File: src/rtl/sprite_pkg.sv
// Shared constants, index type and flat-vector slice helpers for the sprite compositor.
package sprite_pkg;

    localparam int unsigned COORD_W = 10;
    localparam int unsigned MAX_SPR = 16;
    localparam int unsigned MAX_AW  = 16;

    localparam logic [7:0] TRANSPARENT = 8'hFF;
    localparam logic [7:0] BG_COLOR    = 8'h00;

    // Wide enough for any legal slot count (2..16).
    typedef logic [$clog2(MAX_SPR)-1:0] spr_idx_t;

    function automatic logic [COORD_W-1:0] get_x(input logic [MAX_SPR*COORD_W-1:0] flat,
                                                 input int unsigned i);
        return COORD_W'(flat >> (i * COORD_W));
    endfunction

    function automatic logic [MAX_AW-1:0] get_base(input logic [MAX_SPR*MAX_AW-1:0] flat,
                                                   input int unsigned i,
                                                   input int unsigned aw);
        return MAX_AW'(flat >> (i * aw));
    endfunction

endpackage

File: src/rtl/sprite_compositor_if.sv
// Pixel-stream and shared-ROM bus between the video timing side and the compositor.
interface sprite_compositor_if
    import sprite_pkg::*;
#(
    parameter int unsigned ADDR_W = 13
) ();

    logic [COORD_W-1:0] x_ptr;
    logic [COORD_W-1:0] y_ptr;
    logic               pix_valid;
    logic               frame_start;
    logic [ADDR_W-1:0]  rom_addr;
    logic [7:0]         rom_data;
    logic [7:0]         RGB;
    logic               rgb_valid;

    modport master (
        output x_ptr, y_ptr, pix_valid, frame_start, rom_data,
        input  rom_addr, RGB, rgb_valid
    );

    modport slave (
        input  x_ptr, y_ptr, pix_valid, frame_start, rom_data,
        output rom_addr, RGB, rgb_valid
    );

endinterface

File: src/rtl/sprite_hit_unit.sv
// Per-slot bounds test and ROM offset for the current pixel.
module sprite_hit_unit
    import sprite_pkg::*;
#(
    parameter int unsigned ADDR_W = 13
) (
    input  logic               en,
    input  logic               pix_valid,
    input  logic [COORD_W-1:0] x_ptr,
    input  logic [COORD_W-1:0] y_ptr,
    input  logic [COORD_W-1:0] spr_x,
    input  logic [COORD_W-1:0] spr_y,
    input  logic [COORD_W-1:0] spr_w,
    input  logic [COORD_W-1:0] spr_h,
    input  logic [ADDR_W-1:0]  base,
    output logic               hit,
    output logic [ADDR_W-1:0]  addr
);

    logic [COORD_W:0]   x_end;
    logic [COORD_W:0]   y_end;
    logic [COORD_W-1:0] dx;
    logic [COORD_W-1:0] dy;

    // One extra bit so a sprite hanging past the screen edge never wraps to column 0.
    assign x_end = {1'b0, spr_x} + {1'b0, spr_w};
    assign y_end = {1'b0, spr_y} + {1'b0, spr_h};

    assign hit = en && pix_valid
              && (x_ptr >= spr_x) && ({1'b0, x_ptr} < x_end)
              && (y_ptr >= spr_y) && ({1'b0, y_ptr} < y_end);

    assign dx   = x_ptr - spr_x;
    assign dy   = y_ptr - spr_y;
    assign addr = base + ADDR_W'(dy) * ADDR_W'(spr_w) + ADDR_W'(dx);

endmodule

File: src/rtl/sprite_compositor.sv
// Priority compositor of N_SPR sprites over a flat background with ROM-latency-matched
// pipeline and per-frame player collision flags.
module sprite_compositor
    import sprite_pkg::*;
#(
    parameter int unsigned N_SPR   = 8,
    parameter int unsigned ADDR_W  = 13,
    parameter int unsigned ROM_LAT = 1
) (
    input  logic                       clk_vga,
    input  logic                       rst_n,
    sprite_compositor_if.slave         pix,
    input  logic [N_SPR-1:0]           spr_en,
    input  logic [N_SPR*COORD_W-1:0]   spr_x,
    input  logic [N_SPR*COORD_W-1:0]   spr_y,
    input  logic [N_SPR*COORD_W-1:0]   spr_w,
    input  logic [N_SPR*COORD_W-1:0]   spr_h,
    input  logic [N_SPR*ADDR_W-1:0]    spr_base,
    output logic [N_SPR-1:0]           collide
);

    localparam int unsigned XW = MAX_SPR * COORD_W;
    localparam int unsigned BW = MAX_SPR * MAX_AW;

    typedef struct packed {
        logic             any;
        spr_idx_t         win;
        logic [N_SPR-1:0] mask;
        logic             valid;
        logic             fs;
    } ctl_t;

    logic [XW-1:0]     x_flat, y_flat, w_flat, h_flat;
    logic [BW-1:0]     base_flat;
    logic [N_SPR-1:0]  hit;
    logic [ADDR_W-1:0] slot_addr [N_SPR];

    assign x_flat    = XW'(spr_x);
    assign y_flat    = XW'(spr_y);
    assign w_flat    = XW'(spr_w);
    assign h_flat    = XW'(spr_h);
    assign base_flat = BW'(spr_base);

    for (genvar i = 0; i < N_SPR; i++) begin : g_slot
        sprite_hit_unit #(
            .ADDR_W(ADDR_W)
        ) u_hit (
            .en        (spr_en[i]),
            .pix_valid (pix.pix_valid),
            .x_ptr     (pix.x_ptr),
            .y_ptr     (pix.y_ptr),
            .spr_x     (get_x(x_flat, i)),
            .spr_y     (get_x(y_flat, i)),
            .spr_w     (get_x(w_flat, i)),
            .spr_h     (get_x(h_flat, i)),
            .base      (ADDR_W'(get_base(base_flat, i, ADDR_W))),
            .hit       (hit[i]),
            .addr      (slot_addr[i])
        );
    end

    spr_idx_t          win;
    logic [ADDR_W-1:0] win_addr;
    logic              any_hit;

    assign any_hit = |hit;

    // Descending scan so the lowest hitting index wins.
    always_comb begin
        win      = '0;
        win_addr = '0;
        for (int i = N_SPR - 1; i >= 0; i--) begin
            if (hit[i]) begin
                win      = spr_idx_t'(i);
                win_addr = slot_addr[i];
            end
        end
    end

    logic [ADDR_W-1:0] rom_addr_q;
    ctl_t              pipe_q [ROM_LAT+1];

    always_ff @(posedge clk_vga or negedge rst_n) begin
        if (!rst_n) begin
            rom_addr_q <= '0;
            for (int unsigned k = 0; k <= ROM_LAT; k++) pipe_q[k] <= '0;
        end else begin
            if (any_hit) rom_addr_q <= win_addr;
            pipe_q[0] <= '{any: any_hit, win: win, mask: hit,
                           valid: pix.pix_valid, fs: pix.frame_start};
            for (int unsigned k = 1; k <= ROM_LAT; k++) pipe_q[k] <= pipe_q[k-1];
        end
    end

    ctl_t             o;
    logic             opaque;
    logic [N_SPR-1:0] coll_bits;
    logic [7:0]       rgb_q;
    logic             rgb_valid_q;
    logic [N_SPR-1:0] acc_q;
    logic [N_SPR-1:0] collide_q;

    assign o      = pipe_q[ROM_LAT];
    assign opaque = pix.rom_data != TRANSPARENT;
    // Player (slot 0) opaque pixel over any other slot's box; bit 0 is never set.
    assign coll_bits = (o.any && o.win == '0 && opaque) ? {o.mask[N_SPR-1:1], 1'b0} : '0;

    always_ff @(posedge clk_vga or negedge rst_n) begin
        if (!rst_n) begin
            rgb_q       <= 8'h00;
            rgb_valid_q <= 1'b0;
            acc_q       <= '0;
            collide_q   <= '0;
        end else begin
            rgb_valid_q <= o.valid;
            if (!o.valid)              rgb_q <= 8'h00;
            else if (o.any && opaque)  rgb_q <= pix.rom_data;
            else                       rgb_q <= BG_COLOR;
            if (o.fs) begin
                collide_q <= acc_q;
                acc_q     <= coll_bits;
            end else begin
                acc_q <= acc_q | coll_bits;
            end
        end
    end

    assign pix.rom_addr  = rom_addr_q;
    assign pix.RGB       = rgb_q;
    assign pix.rgb_valid = rgb_valid_q;
    assign collide       = collide_q;

endmodule

File: src/flat_wrapper.sv
// flat-port wrapper written by rule: the top's interface ports become plain ports
module sprite_compositor_flat import sprite_pkg::*;
#(
    parameter int unsigned N_SPR   = 8,
    parameter int unsigned ADDR_W  = 13,
    parameter int unsigned ROM_LAT = 1
)
  (clk_vga, rst_n, spr_en, spr_x, spr_y, spr_w, spr_h, spr_base, collide, pix_x_ptr, pix_y_ptr, pix_pix_valid, pix_frame_start, pix_rom_data, pix_rom_addr, pix_RGB, pix_rgb_valid);
  sprite_compositor_if #(.ADDR_W(ADDR_W)) pix_i ();
  input  logic clk_vga;
  input  logic rst_n;
  input  logic [N_SPR-1:0] spr_en;
  input  logic [N_SPR*COORD_W-1:0] spr_x;
  input  logic [N_SPR*COORD_W-1:0] spr_y;
  input  logic [N_SPR*COORD_W-1:0] spr_w;
  input  logic [N_SPR*COORD_W-1:0] spr_h;
  input  logic [N_SPR*ADDR_W-1:0] spr_base;
  output logic [N_SPR-1:0] collide;
  input wire logic [$bits(pix_i.x_ptr)-1:0] pix_x_ptr;
  input wire logic [$bits(pix_i.y_ptr)-1:0] pix_y_ptr;
  input wire logic [$bits(pix_i.pix_valid)-1:0] pix_pix_valid;
  input wire logic [$bits(pix_i.frame_start)-1:0] pix_frame_start;
  input wire logic [$bits(pix_i.rom_data)-1:0] pix_rom_data;
  output wire logic [$bits(pix_i.rom_addr)-1:0] pix_rom_addr;
  output wire logic [$bits(pix_i.RGB)-1:0] pix_RGB;
  output wire logic [$bits(pix_i.rgb_valid)-1:0] pix_rgb_valid;
  assign pix_i.x_ptr = pix_x_ptr;
  assign pix_i.y_ptr = pix_y_ptr;
  assign pix_i.pix_valid = pix_pix_valid;
  assign pix_i.frame_start = pix_frame_start;
  assign pix_i.rom_data = pix_rom_data;
  assign pix_rom_addr = pix_i.rom_addr;
  assign pix_RGB = pix_i.RGB;
  assign pix_rgb_valid = pix_i.rgb_valid;
  sprite_compositor #(.N_SPR(N_SPR), .ADDR_W(ADDR_W), .ROM_LAT(ROM_LAT)) u_core (.clk_vga(clk_vga), .rst_n(rst_n), .pix(pix_i), .spr_en(spr_en), .spr_x(spr_x), .spr_y(spr_y), .spr_w(spr_w), .spr_h(spr_h), .spr_base(spr_base), .collide(collide));
endmodule
File: config.mk
export PLATFORM = sky130hd
export DESIGN_NAME = sprite_compositor_flat
export DESIGN_NICKNAME = d
export VERILOG_FILES = /design/src/rtl/sprite_pkg.sv /design/src/rtl/sprite_compositor_if.sv /design/src/rtl/sprite_hit_unit.sv /design/src/rtl/sprite_compositor.sv /design/src/flat_wrapper.sv
export SDC_FILE = /design/constraint.sdc
export NUM_CORES = 2
export LEC_CHECK = 0
export ABC_AREA = 0
export ABC_CLOCK_PERIOD_IN_PS = 1690
export CAP_MARGIN = 20
export CORE_AREA = 2 2 263 265
export CTS_CLUSTER_DIAMETER = 30
export DETAILED_ROUTE_END_ITERATION = 10
export DIE_AREA = 0 0 265 267
export PLACE_DENSITY = 0.94
export SYNTH_ARGS = -nofsm -noshare
export SYNTH_HDL_FRONTEND = slang
export SYNTH_SLANG_ARGS = --single-unit
File: constraint.sdc
create_clock -name clk_vga -period 1.69 [get_ports clk_vga]
set_input_delay 0.169 -clock clk_vga [delete_from_list [all_inputs] [get_ports clk_vga]]
set_output_delay 0.169 -clock clk_vga [all_outputs]
set_load 0.02 [all_outputs]
==> run_results.csv, run 1 <==
group,metric,value,unit
outcome,run_status,"stopped before the end",
outcome,last_step_reached,"global routing",
outcome,flow.first_error,"[ERROR GRT-0116] Global routing finished with congestion. Check the congestion regions in the DRC Viewer.",
synth,syn_avg_cell_area,8.47,um2
placement,placement.io_buffers,492,
placement,dp.final_hpwl,159000,um
synth,synth.yosys.seq_area_share,0.0383,
global_routing,grt_overflow_total,5830,
floorplan,die_w,265,um
synth,yosys.cell_count.top_type,"sky130_fd_sc_hd__inv_1",
synth,share_of_the_synthesized_area_in_the_top_cell_type,0.273,
global_routing,first_global_vias,66786,
floorplan,count_of_boundary_i_o_pins,494,
cts,htree_num_levels,3,
cts,cts.root.buffer_cell,"sky130_fd_sc_hd__clkbuf_16",
global_routing,maximum_number_of_pins_on_one_net_before_global_route_repair,34,
global_routing,grt_pass1_wl,491000,um
floorplan,die_height,267,um
cts,cts.path.max_buffers,2,
synth,yosysTopAreaCell,"sky130_fd_sc_hd__fa_1",
synth,netlist_area,0.0405,mm2
floorplan,initial_core_utilization,0.596,
synth,synth_cell_type_count,89,
cts,cts_made_buffers,9,
synth,post_synthesis_sequential_element_count,62,
placement,place_worst_setup_slack,-6730,ps
floorplan,placement_rows,96,
global_routing,grt_use_total,0.957,
synth,synthCells,4787,
synth,ys.flop_type,"sky130_fd_sc_hd__dfrtp_1",
synth,synth_enable_flop_cells,0,
synth,netlist_top_cells_area,"sky130_fd_sc_hd__fa_1, sky130_fd_sc_hd__ha_1, sky130_fd_sc_hd__inv_1",
synth,synth.yosys.warnings,0,
synth,syn_nets,6507,
synth,async_reset_ff_frac,1.00,
placement,gp_routability_congestion,1.06,
synth,synth.top_cells.by_count,"sky130_fd_sc_hd__inv_1, sky130_fd_sc_hd__ha_1, sky130_fd_sc_hd__fa_1",
cts,clock_sinks,62,
through the flow:
step / hold slack [ps] / setup TNS [ps] / cells / instance area (um2) / utilization
4_1_cts: 348 / -71630 / 7456 / 59600 / 0.877
3_5_place_dp: 159 / -96370 / 7296 / 56400 / 0.830
3_3_place_gp: 162 / -89960 / 7296 / 56400 / 0.830
2_1_floorplan: -127 / -54970 / 4787 / 41400 / -
what timing repair did:
item | in CTS
resized for setup | 603
endpoints found under the setup margin | 24
hold buffers | 1
buffers inserted | 145
pin swaps | 287
hold endpoints to repair | 32
cloned | 1
cell families after synthesis:
kind of cell,Yosys count,share of synthesized area
xor gates and xnor gates,411,0.0945
and+or+nand+nor,1115,0.136
DFF,62,0.0383
buffers and inverters,1052,0.0981
muxes,19,0.00497
AOI/OAI and AO/OA,871,0.138
other,1,0.0000925
adders and majority gates,1256,0.490
layer usage:
metal,global-route usage,overflow
met1,0.930,1167
met2,1.09,2880
met3,0.899,702
met4,0.864,1027
met5,0.782,54
==> run 2, diff against run 1 <==
--- a/config.mk
+++ b/config.mk
@@ -8,11 +8,10 @@
 export ABC_AREA = 0
 export ABC_CLOCK_PERIOD_IN_PS = 1690
 export CAP_MARGIN = 20
-export CORE_AREA = 2 2 263 265
-export CTS_CLUSTER_DIAMETER = 30
+export CORE_AREA = 2 2 322 324
 export DETAILED_ROUTE_END_ITERATION = 10
-export DIE_AREA = 0 0 265 267
-export PLACE_DENSITY = 0.94
+export DIE_AREA = 0 0 324 326
+export PLACE_DENSITY_LB_ADDON = 0.15
 export SYNTH_ARGS = -nofsm -noshare
 export SYNTH_HDL_FRONTEND = slang
 export SYNTH_SLANG_ARGS = --single-unit
==> run_results.csv, run 2 <==
group,metric,value,unit
sta,maxSlewViolCount,0,
synth,largest_family_of_logic_cells_by_synthesized_area,"adder cells",
critical_path,worst_path_largest_cell_delay,550,ps
routing,drt.antenna.violating_nets,0,
critical_path,reg2reg_from,"u_core.o[12]$_DFF_PN0_",
synth,post_synth_mux_area_share,0.00497,
sta,rsz0062_at_grt,"yes",
synth,share_of_the_synthesized_area_in_the_top_cell_type,0.273,
routing,dr_total_vias,39733,
synth,synth.top_cells.by_count,"sky130_fd_sc_hd__inv_1, sky130_fd_sc_hd__ha_1, sky130_fd_sc_hd__fa_1",
routing,routed_wl,157000,um
sta,final.setup.worst_slack,-4860,ps
outcome,failed_checks,"negative setup slack",
power_and_ir_drop,power.share.combinational,0.973,
synth,synthCells,4787,
cts,cts_tree,"built",
global_routing,grt_overflow_total,0,
sta,post-route-period-util,3.87,
floorplan,design.die.area,0.106,mm2
routing,avgRoutedWirePerCell,19.4,um
cells_and_area,postLayoutCoreUtil,0.609,
critical_path,worst-path-max-fanout,4,
cells_and_area,syn_to_final_growth,54.1,%
cells_and_area,num-nets-final,8378,
synth,synthSimpleGateAreaFrac,0.136,
synth,syn_avg_cell_area,8.47,um2
sta,clock-skew-final,14.6,ps
cts,cts.path.max_buffers,2,
synth,synth_compound_gate_area_share,0.138,
sta,final_worst_hold_slack,344,ps
sta,totalNegativeSetupSlack,-66700,ps
critical_path,critical_path.startpoint,"pix_y_ptr[0]",
critical_path,worst-setup-path-type,"input pin to register",
sta,setup_viol,24,
floorplan,placement_rows,118,
floorplan,die_w,324,um
synth,synthAdderAreaFrac,0.490,
outcome,run_status,"finished with violations",
routing,dr.pass1.iters,6,
sta,tightestPinTransition,660,ps
routing,route.detailed.drc,0,
power_and_ir_drop,switching_share,0.484,
synth,synth_cell_type_count,89,
power_and_ir_drop,totalPowerFinal,144,mW
critical_path,critPathSlowestCell,"sky130_fd_sc_hd__fa_1",
placement,gp_routability_congestion,0.953,
synth,post_synthesis_sequential_element_count,62,
cts,cts_made_buffers,9,
cts,clkTransAtPathRegs,70,ps
critical_path,crit_path_frequent_cell,"sky130_fd_sc_hd__xnor2_2",
power_and_ir_drop,flop_pwr_share,0.013,
routing,vias_per_cell,4.94,
hold_path,hp-start,"u_core.pipe_q[18]$_DFF_PN0_",
global_routing,maximum_number_of_pins_on_one_net_before_global_route_repair,34,
cts,clock_sinks,62,
critical_path,endpoint_kind,"register",
synth,synth.yosys.seq_area_share,0.0383,
power_and_ir_drop,switching_power,69.5,mW
placement,placement.io_buffers,492,
job,timing.max_cap.violations,0,
floorplan,die_height,326,um
critical_path,worst-endpoint-required,1940,ps
hold_path,worst_hold_path_type,"register to register",
synth,synth_enable_flop_cells,0,
critical_path,timing.critical_path.max_delay_family,"adder cells",
power_and_ir_drop,power-per-cell-area,2300,mW/mm2
sta,period_minus_slack,6550,ps
synth,async_reset_ff_frac,1.00,
global_routing,grt_pass1_wl,238000,um
global_routing,initial_antenna_violation_count,14,
sta,hold_viol_final,0,
power_and_ir_drop,internal_power,74.0,mW
floorplan,fp.coreArea,0.103,mm2
power_and_ir_drop,clock_network_fraction_of_design_power,0.014,
synth,netlist_area,0.0405,mm2
critical_path,critPathBufInv,8,
floorplan,count_of_boundary_i_o_pins,494,
synth,netlist_top_cells_area,"sky130_fd_sc_hd__fa_1, sky130_fd_sc_hd__ha_1, sky130_fd_sc_hd__inv_1",
critical_path,worst_setup_path_start_kind,"input pin",
routing,detailedRoute.firstIterationViolations,1885,
synth,syn_nets,6507,
synth,yosys.cell_count.top_type,"sky130_fd_sc_hd__inv_1",
sta,clock.fmax,153,MHz
synth,ys.flop_type,"sky130_fd_sc_hd__dfrtp_1",
cts,cts.root.buffer_cell,"sky130_fd_sc_hd__clkbuf_16",
sta,slew_hr,0.560,
placement,dp.final_hpwl,136000,um
cts,worstSkewPairLatency,350,ps
synth,synth.yosys.warnings,0,
cells_and_area,post_route_cells_drive_above_1_share,0.322,
cts,htree_num_levels,3,
floorplan,initial_core_utilization,0.395,
power_and_ir_drop,total_leakage_power,31.7,nW
critical_path,critPathArrivalTime,6800,ps
cells_and_area,final_cell_mix,"sky130_fd_sc_hd__buf_4, sky130_fd_sc_hd__inv_1, sky130_fd_sc_hd__ha_1",
synth,yosys.area_share.xor_xnor,0.0945,
synth,yosysTopAreaCell,"sky130_fd_sc_hd__fa_1",
power_and_ir_drop,max-vdd-ir-drop,3.79,mV
global_routing,first_global_vias,41753,
global_routing,grt_use_total,0.297,
cells_and_area,final_common_cell,"sky130_fd_sc_hd__buf_4",
run 2: per-layer routing:
metal  up-vias  track usage  wire length [um]
met5         -            0                55
met4         8       0.0836              5310
met3       192       0.0373              9180
met2      1044        0.499             73700
met1     19218        0.399             68400
li1      19271            -                 -
run 2: per-stage QoR:
stage,setup slack [ps],cells,instance area (um2)
global route,-5140,8047,62500
finish,-4860,8050,62500
global placement,-5590,7859,57600
floorplan,-4410,4787,41400
detailed placement,-5700,7859,57600
CTS,-5020,8008,60800
run 2: area by class of cell:
cell class / instances / area (um2)
fill: 9073 / 40100
multi-input combinational: 3675 / 38700
timing repair buffer: 1925 / 16400
inverter: 985 / 3730
tap: 1380 / 1730
sequential: 62 / 1550
clock buffer: 11 / 243
clock inverter: 5 / 57.6
antenna: 7 / 17.5
run 2: what timing repair did:
item,4_1_cts,5_1_grt
endpoints found under the hold margin,29,0
setup endpoints to repair,25,30
gates cloned,3,0
setup buffers,142,58
pin swaps,357,389
hold buffers,1,0
gates resized for setup,608,350
run 2: worst paths after layout:
path	depth (start not counted)	slack, ps	to
hold reg to reg	0	340	u_core.o[3]$_DFF_PN0_
setup reg to reg	5	270	u_core.acc_q[7]$_DFF_PN0_
setup / recovery	30	-4860	u_core.pix.rom_addr[12]$_DFFE_PN0P_
hold / removal	0	340	u_core.o[3]$_DFF_PN0_
max in group asynchronous	3	750	u_core.pix.RGB[1]$_DFF_PN0_
min in group asynchronous	2	370	u_core.pix.rom_addr[6]$_DFFE_PN0P_
run 2: logic make-up after synthesis:
kind of cell             Yosys count
AO/OA/AOI/OAI                    871
XOR/XNOR                         411
adder cells (fa/ha/maj)         1256
buffers and inverters           1052
flip-flops                        62
multiplexers                      19
other                              1
AND/OR/NAND/NOR                 1115
run 2: power groups by stage:
| stage | clock network (mW) | logic (mW) | registers [mW] |
|---|---|---|---|
| 6_report | 1.97 | 140 | 1.89 |
| 5_1_grt | 2.08 | 153 | 1.90 |
| 3_5_place_dp | 0 | 120 | 1.90 |
| 3_3_place_gp | 0 | 119 | 1.89 |
| 2_1_floorplan | 0 | 73.9 | 2.00 |
| 4_1_cts | 2.00 | 133 | 1.87 |
Note: power is estimated with default switching activity, not from simulation.
